--- src/rtl/life_pkg.sv ---
// rtl/life_pkg.sv - shared state encoding and screen constants for the life sequencer
package life_pkg;

    typedef enum logic [2:0] {
        ST_CLEAR      = 3'd0,
        ST_IDLE       = 3'd1,
        ST_PAINT_LOAD = 3'd2,
        ST_START      = 3'd3,
        ST_WAIT_PIX   = 3'd4,
        ST_PAINT_GEN  = 3'd5
    } life_state_e;

    localparam logic [2:0] COLOUR_BLACK = 3'b000;
    localparam logic [2:0] COLOUR_WHITE = 3'b111;

    localparam int SCREEN_W = 160;
    localparam int SCREEN_H = 120;

endpackage

--- src/rtl/life_tick_divider.sv ---
// rtl/life_tick_divider.sv - generation pacing counter with a single pending tick
module life_tick_divider #(
    parameter int TICK_DIV = 50_000_000
) (
    input  logic clock,
    input  logic reset_n,
    input  logic run,
    input  logic consume,
    output logic tick_pending
);

    localparam int CW = (TICK_DIV > 1) ? $clog2(TICK_DIV) : 1;
    localparam logic [CW-1:0] CNT_LAST = CW'(TICK_DIV - 1);

    logic [CW-1:0] count_q, count_d;
    logic          pending_q, pending_d;
    logic          wrap;

    always_comb begin
        wrap    = run && (count_q == CNT_LAST);
        count_d = '0;
        if (run && !wrap) begin
            count_d = count_q + CW'(1);
        end
        // A wrap landing on the consume cycle re-arms; ticks never accumulate beyond one.
        pending_d = wrap || (pending_q && !consume);
    end

    always_ff @(posedge clock or negedge reset_n) begin
        if (!reset_n) begin
            count_q   <= '0;
            pending_q <= 1'b0;
        end else begin
            count_q   <= count_d;
            pending_q <= pending_d;
        end
    end

    assign tick_pending = pending_q;

endmodule

--- src/rtl/life_sequencer.sv ---
// rtl/life_sequencer.sv - screen clear, cell load, generation pacing and cell-to-pixel expansion
module life_sequencer
    import life_pkg::*;
#(
    parameter int GRID_W    = 4,
    parameter int GRID_H    = 4,
    parameter int CELL_SIZE = 4,
    parameter int TICK_DIV  = 50_000_000
) (
    input  logic        clock,
    input  logic        reset_n,
    input  logic        run,
    input  logic        step,
    input  logic        load_valid,
    input  logic [7:0]  load_x,
    input  logic [7:0]  load_y,
    output logic        load_ready,
    output logic        eng_load,
    output logic [7:0]  eng_load_x,
    output logic [7:0]  eng_load_y,
    output logic        eng_start,
    input  logic        eng_pix_valid,
    input  logic [7:0]  eng_x,
    input  logic [7:0]  eng_y,
    input  logic [2:0]  eng_colour,
    output logic        eng_pix_ready,
    input  logic        eng_done,
    output logic [7:0]  vga_x,
    output logic [6:0]  vga_y,
    output logic [2:0]  vga_colour,
    output logic        vga_plot,
    output logic [15:0] gen_count
);

    localparam int              DW       = (CELL_SIZE > 1) ? $clog2(CELL_SIZE) : 1;
    localparam logic [DW-1:0]   D_LAST   = DW'(CELL_SIZE - 1);
    localparam logic [DW-1:0]   D_SECOND = (CELL_SIZE > 1) ? DW'(1) : '0;
    localparam bit              ONE_PLOT = (CELL_SIZE == 1);
    localparam logic [7:0]      SX_LAST  = 8'(SCREEN_W - 1);
    localparam logic [6:0]      SY_LAST  = 7'(SCREEN_H - 1);

    life_state_e state_q, state_d;
    logic [7:0]  sx_q, sx_d;
    logic [6:0]  sy_q, sy_d;
    logic [DW-1:0] dx_q, dx_d, dy_q, dy_d;
    logic [7:0]  cx_q, cx_d, cy_q, cy_d;
    logic [2:0]  col_q, col_d;
    logic        done_q, done_d;
    logic        load_ready_q, load_ready_d;
    logic        eng_load_q, eng_load_d;
    logic [7:0]  eng_load_x_q, eng_load_x_d, eng_load_y_q, eng_load_y_d;
    logic        eng_start_q, eng_start_d;
    logic        pix_ready_q, pix_ready_d;
    logic [7:0]  vga_x_q, vga_x_d;
    logic [6:0]  vga_y_q, vga_y_d;
    logic [2:0]  vga_colour_q, vga_colour_d;
    logic        vga_plot_q, vga_plot_d;
    logic [15:0] gen_count_q, gen_count_d;

    logic          emit;
    logic [7:0]    em_cx, em_cy;
    logic [DW-1:0] em_dx, em_dy;
    logic [2:0]    em_col;
    logic          consume, tick_pending;

    life_tick_divider #(.TICK_DIV(TICK_DIV)) u_tick (
        .clock        (clock),
        .reset_n      (reset_n),
        .run          (run),
        .consume      (consume),
        .tick_pending (tick_pending)
    );

    // Outputs are registered from the next-cycle decision, so a handshake
    // accepted at an edge shows its first plot in the very next cycle. The
    // ready flags stay low for one settling cycle after a paint finishes.
    always_comb begin
        state_d      = state_q;
        sx_d         = sx_q;
        sy_d         = sy_q;
        dx_d         = dx_q;
        dy_d         = dy_q;
        cx_d         = cx_q;
        cy_d         = cy_q;
        col_d        = col_q;
        done_d       = done_q;
        load_ready_d = 1'b0;
        eng_load_d   = 1'b0;
        eng_load_x_d = eng_load_x_q;
        eng_load_y_d = eng_load_y_q;
        eng_start_d  = 1'b0;
        pix_ready_d  = 1'b0;
        vga_x_d      = vga_x_q;
        vga_y_d      = vga_y_q;
        vga_colour_d = vga_colour_q;
        vga_plot_d   = 1'b0;
        gen_count_d  = gen_count_q;
        consume      = 1'b0;
        emit         = 1'b0;
        em_cx        = cx_q;
        em_cy        = cy_q;
        em_dx        = dx_q;
        em_dy        = dy_q;
        em_col       = col_q;

        case (state_q)
            ST_CLEAR: begin
                vga_plot_d   = 1'b1;
                vga_x_d      = sx_q;
                vga_y_d      = sy_q;
                vga_colour_d = COLOUR_BLACK;
                if (sx_q == SX_LAST) begin
                    sx_d = '0;
                    if (sy_q == SY_LAST) begin
                        sy_d    = '0;
                        state_d = ST_IDLE;
                    end else begin
                        sy_d = sy_q + 7'd1;
                    end
                end else begin
                    sx_d = sx_q + 8'd1;
                end
            end
            ST_IDLE: begin
                if (load_valid && load_ready_q) begin
                    if (int'(load_x) < GRID_W && int'(load_y) < GRID_H) begin
                        eng_load_d   = 1'b1;
                        eng_load_x_d = load_x;
                        eng_load_y_d = load_y;
                        cx_d         = load_x;
                        cy_d         = load_y;
                        col_d        = COLOUR_WHITE;
                        emit         = 1'b1;
                        em_cx        = load_x;
                        em_cy        = load_y;
                        em_dx        = '0;
                        em_dy        = '0;
                        em_col       = COLOUR_WHITE;
                        dx_d         = D_SECOND;
                        dy_d         = '0;
                        state_d      = ONE_PLOT ? ST_IDLE : ST_PAINT_LOAD;
                    end else begin
                        // Off-grid placements are swallowed without touching the engine.
                        load_ready_d = 1'b1;
                    end
                end else if (tick_pending || step) begin
                    state_d     = ST_START;
                    eng_start_d = 1'b1;
                    consume     = 1'b1;
                end else begin
                    load_ready_d = 1'b1;
                end
            end
            ST_START: begin
                state_d     = ST_WAIT_PIX;
                pix_ready_d = 1'b1;
            end
            ST_WAIT_PIX: begin
                if (eng_pix_valid && pix_ready_q) begin
                    cx_d   = eng_x;
                    cy_d   = eng_y;
                    col_d  = eng_colour;
                    done_d = eng_done && !ONE_PLOT;
                    emit   = 1'b1;
                    em_cx  = eng_x;
                    em_cy  = eng_y;
                    em_dx  = '0;
                    em_dy  = '0;
                    em_col = eng_colour;
                    dx_d   = D_SECOND;
                    dy_d   = '0;
                    if (eng_done) begin
                        gen_count_d = gen_count_q + 16'd1;
                    end
                    if (!ONE_PLOT) begin
                        state_d = ST_PAINT_GEN;
                    end else if (eng_done) begin
                        state_d = ST_IDLE;
                    end
                end else if (eng_done) begin
                    gen_count_d = gen_count_q + 16'd1;
                    state_d     = ST_IDLE;
                end else begin
                    pix_ready_d = 1'b1;
                end
            end
            ST_PAINT_LOAD, ST_PAINT_GEN: begin
                emit = 1'b1;
                if (dx_q == D_LAST && dy_q == D_LAST) begin
                    done_d  = 1'b0;
                    state_d = (state_q == ST_PAINT_GEN && !done_q) ? ST_WAIT_PIX : ST_IDLE;
                end else if (dx_q == D_LAST) begin
                    dx_d = '0;
                    dy_d = dy_q + DW'(1);
                end else begin
                    dx_d = dx_q + DW'(1);
                end
            end
            default: begin
                state_d = ST_CLEAR;
            end
        endcase

        // Block expander: wrap-around matches the narrow VGA coordinate ports.
        if (emit) begin
            vga_plot_d   = 1'b1;
            vga_x_d      = em_cx * 8'(CELL_SIZE) + 8'(em_dx);
            vga_y_d      = 7'(em_cy) * 7'(CELL_SIZE) + 7'(em_dy);
            vga_colour_d = em_col;
        end
    end

    always_ff @(posedge clock or negedge reset_n) begin
        if (!reset_n) begin
            state_q      <= ST_CLEAR;
            sx_q         <= '0;
            sy_q         <= '0;
            dx_q         <= '0;
            dy_q         <= '0;
            cx_q         <= '0;
            cy_q         <= '0;
            col_q        <= '0;
            done_q       <= 1'b0;
            load_ready_q <= 1'b0;
            eng_load_q   <= 1'b0;
            eng_load_x_q <= '0;
            eng_load_y_q <= '0;
            eng_start_q  <= 1'b0;
            pix_ready_q  <= 1'b0;
            vga_x_q      <= '0;
            vga_y_q      <= '0;
            vga_colour_q <= '0;
            vga_plot_q   <= 1'b0;
            gen_count_q  <= '0;
        end else begin
            state_q      <= state_d;
            sx_q         <= sx_d;
            sy_q         <= sy_d;
            dx_q         <= dx_d;
            dy_q         <= dy_d;
            cx_q         <= cx_d;
            cy_q         <= cy_d;
            col_q        <= col_d;
            done_q       <= done_d;
            load_ready_q <= load_ready_d;
            eng_load_q   <= eng_load_d;
            eng_load_x_q <= eng_load_x_d;
            eng_load_y_q <= eng_load_y_d;
            eng_start_q  <= eng_start_d;
            pix_ready_q  <= pix_ready_d;
            vga_x_q      <= vga_x_d;
            vga_y_q      <= vga_y_d;
            vga_colour_q <= vga_colour_d;
            vga_plot_q   <= vga_plot_d;
            gen_count_q  <= gen_count_d;
        end
    end

    assign load_ready    = load_ready_q;
    assign eng_load      = eng_load_q;
    assign eng_load_x    = eng_load_x_q;
    assign eng_load_y    = eng_load_y_q;
    assign eng_start     = eng_start_q;
    assign eng_pix_ready = pix_ready_q;
    assign vga_x         = vga_x_q;
    assign vga_y         = vga_y_q;
    assign vga_colour    = vga_colour_q;
    assign vga_plot      = vga_plot_q;
    assign gen_count     = gen_count_q;

endmodule
--- config.mk ---
export PLATFORM = sky130hd
export DESIGN_NAME = life_sequencer
export DESIGN_NICKNAME = d
export VERILOG_FILES = /design/src/rtl/life_pkg.sv /design/src/rtl/life_tick_divider.sv /design/src/rtl/life_sequencer.sv
export SDC_FILE = /design/constraint.sdc
export NUM_CORES = 1
export LEC_CHECK = 0
export ABC_AREA = 1
export BUFFER_PORTS_ARGS = -buffer_cell sky130_fd_sc_hd__buf_4
export CAP_MARGIN = 20
export CELL_PAD_IN_SITES_DETAIL_PLACEMENT = 1
export CELL_PAD_IN_SITES_GLOBAL_PLACEMENT = 2
export CORE_ASPECT_RATIO = 0.7
export CORE_UTILIZATION = 34
export CTS_BUF_LIST = sky130_fd_sc_hd__clkbuf_2
export CTS_CLUSTER_DIAMETER = 150
export DETAILED_ROUTE_END_ITERATION = 10
export PLACE_DENSITY_LB_ADDON = 0.3
export SETUP_SLACK_MARGIN = 0.1
export SLEW_MARGIN = 20
export SYNTH_ARGS = -nofsm -noshare
export SYNTH_HDL_FRONTEND = slang
export SYNTH_SLANG_ARGS = --single-unit
--- constraint.sdc ---
create_clock -name clock -period 2.15 [get_ports clock]
set_input_delay 0.215 -clock clock [delete_from_list [all_inputs] [get_ports clock]]
set_output_delay 0.215 -clock clock [all_outputs]
set_load 0.01 [all_outputs]
# == After elaboration in Yosys (flattened, before gate mapping) ==
# Cells that the tools add are included.
# totals
reg_bits,119
latch_bits,0
mem_bits_rw,0
mem_bits_ro,0
input_bits,42
output_inout_bits,55
mem_count,0
# op_classes
addsub,8
n_mul,0
div_mod_pow,0
n_lt_le_gt_ge,2
eq_ne,21
n_shift,0
n_mux,68
bitwise,0
n_reduce_logical,25
# op_table
operator,n
3-bit 2-to-1 mux,14
"26-bit by 1-bit adder with 26-bit output, second input constant",1
"26-bit == test, second input constant",1
2-bit 2-to-1 mux,13
26-bit 2-to-1 mux,1
8-bit 2-to-1 mux,3
7-bit 2-to-1 mux,3
6-bit 2-to-1 mux,3
1-bit 2-to-1 mux,17
"16-bit by 1-bit adder with 16-bit output, second input constant",1
"8-bit by 3-bit < comparator with 1-bit output, second input constant",2
"2-bit != test, second input constant",8
5-bit 2-to-1 mux,3
3-bit case mux with 5 select lines,1
2-bit case mux with 3 select lines,2
6-bit case mux with 2 select lines,1
5-bit case mux with 2 select lines,1
"3-bit != test, second input constant",3
3-bit AND reduction,3
"8-bit by 1-bit adder with 8-bit output, second input constant",1
8-bit by 2-bit adder with 8-bit output,1
"8-bit == test, second input constant",1
1-bit logical AND,8
2-bit case mux with 2 select lines,2
other kinds (20),30

# == Depth between registers and ports, before layout ==
# depth
depth_word,7
ltp_mapped,11
mapped_depth_nobuf,10

# == Hierarchy ==
# Synthesis repeated with hierarchy kept, for this count alone.
# hier_totals
cells_unflattened,739
area_unflattened_um2,5963.2
# by_module_without_submodules
module,instances,cells_per_inst,area_per_inst_um2
life_sequencer,1,513,4351.7
life_tick_divider,1,226,1611.5

# == Worst setup path after synthesis ==
# Ideal clock, no wire load.
# synth_timing
path_kind,register -> register
startpoint,register u_tick.count_q[0]
endpoint,register u_tick.count_q[23]
setup_ns,0.118
arrival_time_ns,1.478
required_ns,2.032
path_slack_ns,0.553
path_stages_with_launch,10
path_buffers,1
synth_period_minus_slack_ns,1.597
path_cell_list,dfrtp_1 -> ha_1 -> nand2_1 -> nor2_2 -> nand4_1 -> nor3_1 -> nand2_1 -> nand2_2 -> buf_4 -> nor2_1
# synth_between
elab_chain_cells,5
word_cells_on_any_way,6
classes_between,1 x add/sub; 1 x eq/ne; 1 x mux; 3 x reduce/logical
# synth_rtl
element,line,text
"start, declared",life_tick_divider.sv:15,"logic [CW-1:0] count_q, count_d;"
"start signal, assigned",life_tick_divider.sv:34,count_q <= count_d;
"parallel branches: the longest is 4 deep, another holds 26-bit by 1-bit adder with 26-bit output",n/a,
26-bit 2-to-1 mux *,life_tick_divider.sv:22,if (run && !wrap) begin
named net u_tick.count_d[23],life_tick_divider.sv:15,
# Mark *: on every way through the listed nets, which the timed path passes.
# A chain may end at the register's enable or synchronous reset.

# == Final worst setup path ==
# layout_timing
startpoint,register state_q[0]
endpoint,register cy_q[3]
# layout_between
elab_chain_cells,2
word_cells_on_any_way,3
classes_between,2 x eq/ne; 1 x mux
# layout_rtl
element,line,text
"start, declared",life_sequencer.sv:42,"life_state_e state_q, state_d;"
"start signal, assigned",life_sequencer.sv:236,state_q <= state_d;
3-bit == test or 3-bit by 1-bit == test with 1-bit output (tied branches),life_sequencer.sv:106,case (state_q)
5-bit case mux with 2 select lines *,life_sequencer.sv:106,
named net cy_d[3],life_sequencer.sv:46,"logic [7:0] cx_q, cx_d, cy_q, cy_d;"
"end signal, assigned",life_sequencer.sv:242,cy_q <= cy_d;
"end, declared",life_sequencer.sv:46,
# Mark *: on every way through the listed nets, which the timed path passes. The rest lies on a longest branch.

==> summary.md <==
| Metric | Value |
|---|---|
| Number of antenna cells inserted | 0 |
| Distinct cells, synth | 35 |
| First-pass GRT wire length | 29000 microns |
| Max Cap Violations | 0 |
| Register Area | 0.00298 sq mm |
| Core area | 0.0167 sq mm |
| Maximum fanout along the worst path | 5 |
| Finished Core Util | 0.450 |
| Row count | 39 |
| CTS root buffer | clkbuf_2 |
| Via-to-Cell Ratio | 4.77 |
| Hpwl dp | 12700 microns |
| Worst-Margin Slew | 589 ps |
| Max rail drop VDD | 0.253 mV |
| Post-detailed-route DRC marker count | 0 |
| Flops & latches, synth | 119 |
| Drt wl/cell | 15.4 microns |
| CP max stage cell | dlygate4sd3_1 |
| Seq/Total Area, Yosys | 0.503 |
| Minimum clock period | 1900 ps |
| Syn Inst Count | 737 |
| Detailed Route Iter0 Violations | 240 |
| Power Dens Cells | 538 mW/mm^2 |
| CP cell instances | nor2_2 -> nand2_2 -> nor2_4 -> nand2_1 -> dlygate4sd3_1 -> nand2_1 |
| GRT Resource Usage Total | 0.207 |
| Cell leakage power | 3.90 nW |
| Buffers and inverters on the worst path | 1 |
| Pwr Total | 4.04 mW |
| Top cell by count, worst path | nand2_1 |
| Multi-input gate area | 0.00253 sq mm |
| Slew margin rel. | 0.607 |
| Filler Cell Count | 2064 |
| Vias in the first global route | 5630 |
| Hold Crit Class | in -> reg |
| Cell Area, Placed | 0.00694 sq mm |
| Die height | 112 microns |
| Final TNS setup | 0 ps |
| Final hold violation count | 0 |
| H-tree levels | 4 |
| Grt ovf | 0 |
| Worst-Skew Late Latency | 690 ps |
| Initial antenna violation count | 0 |
| RSZ-0062 raised after global routing | false |
| GPL Wtd Cong | 0.860 |
| Status | completed |
| Crit share post-route | 0.883 |
| Layout cell share with drive strength beyond 1 | 0.185 |
| Fmax | 527 MHz |
| Clock Pin Slew Worst Setup and Hold Paths | 210 ps |
| Ys Warns | 0 |
| ANT nets after route | 0 |
| Syn_nets | 785 |
| CTS tree | yes |
| Setup CP Type | reg -> reg |
| DIE AREA | 0.0180 sq mm |
| Critical Path RT | 2790 ps |
| Clock buffer count from CTS | 17 |
| Avg Cell Area, Syn | 8.04 sq um |
| IO Pins | 97 |
| Die width | 160 microns |
| Starting density of the core | 0.355 |
| Max stage delay on crit path | 570 ps |
| Clock Skews | 27.9 ps |
| Startpoint class of the critical path | register |
| WP data arrival | 2540 ps |
| Setup-failing EPs final | 0 |
| Layout Area Growth over Synthesis | 26.8% |
| Port Buffers | 91 |
| Final instance area | 0.00751 sq mm |
| Routed WL | 17200 microns |
| Largest net degree at the start of global routing | 46 |
| Critical Path End Type | register |
| Clock sinks | 119 |
| Nets@finish | 928 |
| Detailed-route via count | 5336 |
| Slew Viols, Final | 0 |
| Worst-case clock buffer depth | 2 |
| CP top delay family | simple AND/OR/NAND/NOR gates |
| Syn Std Cell Area | 0.00592 sq mm |
| Router iterations before antenna repair | 4 |
==> kinds of logic after synthesis <==
logic type	count (synthesis)	synth area share
AND/OR/NAND/NOR	443	0.328
buffers and inverters	101	0.0708
XOR/XNOR	34	0.0503
AO/OA/AOI/OAI	34	0.0351
adder cells (fa/ha/maj)	6	0.0127
flip-flops	119	0.503
==> final timing paths <==
| kind | start | to | slack [ps] | depth (start not counted) |
|---|---|---|---|---|
| setup reg to reg | state_q[0] | cy_q[3] | 250 | 6 |
| hold reg to reg | eng_load_y[2] | eng_load_y[2] | 500 | 2 |
| min in group asynchronous | reset_n | u_tick.count_q[15] | 580 | 3 |
| hold / removal | load_y[2] | eng_load | 180 | 7 |
| max in group asynchronous | reset_n | eng_load | 680 | 4 |
| setup / recovery | state_q[0] | cy_q[3] | 250 | 6 |
==> tightest hold or removal path: stages <==
cell and delay (ps):
buf_4 80, nor2_1 30, nand2_1 50, nor2_1 60, nand3_1 160, buf_4 180, inv_2 80
==> cell type report <==
| cell class | count | share of cell area |
|---|---|---|
| Timing Repair Buffer | 137 | 0.150 |
| Clock inverter | 15 | 0.0237 |
| Clock buffer | 17 | 0.0113 |
| Tap cell | 225 | 0.0375 |
| Sequential cell | 119 | 0.396 |
| Multi-Input combinational cell | 517 | 0.337 |
| Inverter | 88 | 0.0440 |
==> through the flow <==
step | worst slack (ps) | hold WS [ps] | instances
2_1_floorplan | 553 | -80.6 | 737
3_3_place_gp | 328 | 258 | 1055
3_5_place_dp | 252 | 264 | 1055
4_1_cts | 157 | 122 | 1115
5_1_grt | 104 | 181 | 1118
6_report | 251 | 176 | 1118
==> placed cells by master (no fill, tap or decap), types with 6 or more instances in the layout <==
master,instances
nand4_1,13
nor3_1,24
buf_4,107
xor2_1,18
clkbuf_2,17
nor2_1,76
nand2_1,252
dlygate4sd3_1,28
a21oi_1,6
nand3b_1,7
xnor2_1,16
ha_1,6
nand3_1,50
inv_1,84
dfrtp_1,119
o21ai_0,15
==> registers in the layout (all words and copies together) (netlist names), 2 cells and up <==
name	cells
state_q	3
vga_x	8
gen_count	16
cx_q	6
cy_q	5
dy_q	2
vga_colour	3
vga_y	7
col_q	3
sy_q	7
u_tick.count_q	26
eng_load_x	8
sx_q	8
eng_load_y	8
dx_q	2
==> Yosys cell counts (all sizes together) <==
master / n / area [sq um]
o31ai: 1 / 7.51
buf: 12 / 85.1
nand3: 52 / 270
a21boi: 4 / 30.0
nor2: 85 / 387
dfrtp: 119 / 2980
nand2: 259 / 1000
a21oi: 6 / 30.0
or3: 1 / 6.26
ha: 6 / 75.1
xnor2: 16 / 140
clkbuf: 1 / 3.75
xor2: 18 / 158
o21ai: 17 / 96.3
o21a: 1 / 7.51
nand3b: 7 / 52.6
o211ai: 4 / 30.0
nand4: 13 / 81.3
inv: 88 / 330
a31oi: 1 / 6.26
and3: 1 / 6.26
nor3: 25 / 136
==> where the power goes <==
group / switching [mW] / internal, mW / total [mW]
logic: 0.0926 / 0.0968 / 0.189
clock network: 0.942 / 0.654 / 1.60
registers: 0.00808 / 2.25 / 2.26
total: 1.04 / 3.00 / 4.04
==> layer usage <==
layer  up-vias  share of wire  track usage  routed length [microns]
li1       2595              -            -                        -
met1      2624           0.51        0.286                     8790
met2       101           0.45        0.333                     7670
met3        16          0.035       0.0399                      610
met4         0         0.0093       0.0506                      161
met5         -              0            0                        0
==> repair_timing <==
action | 4_1_cts | 5_1_grt
endpoints found under the setup margin | 0 | 18
gates resized for setup | 0 | 2
hold buffers | 28 | 0
setup buffers | 0 | 3
hold endpoints to repair | 171 | 0
Power figures use the tool's default switching activity.
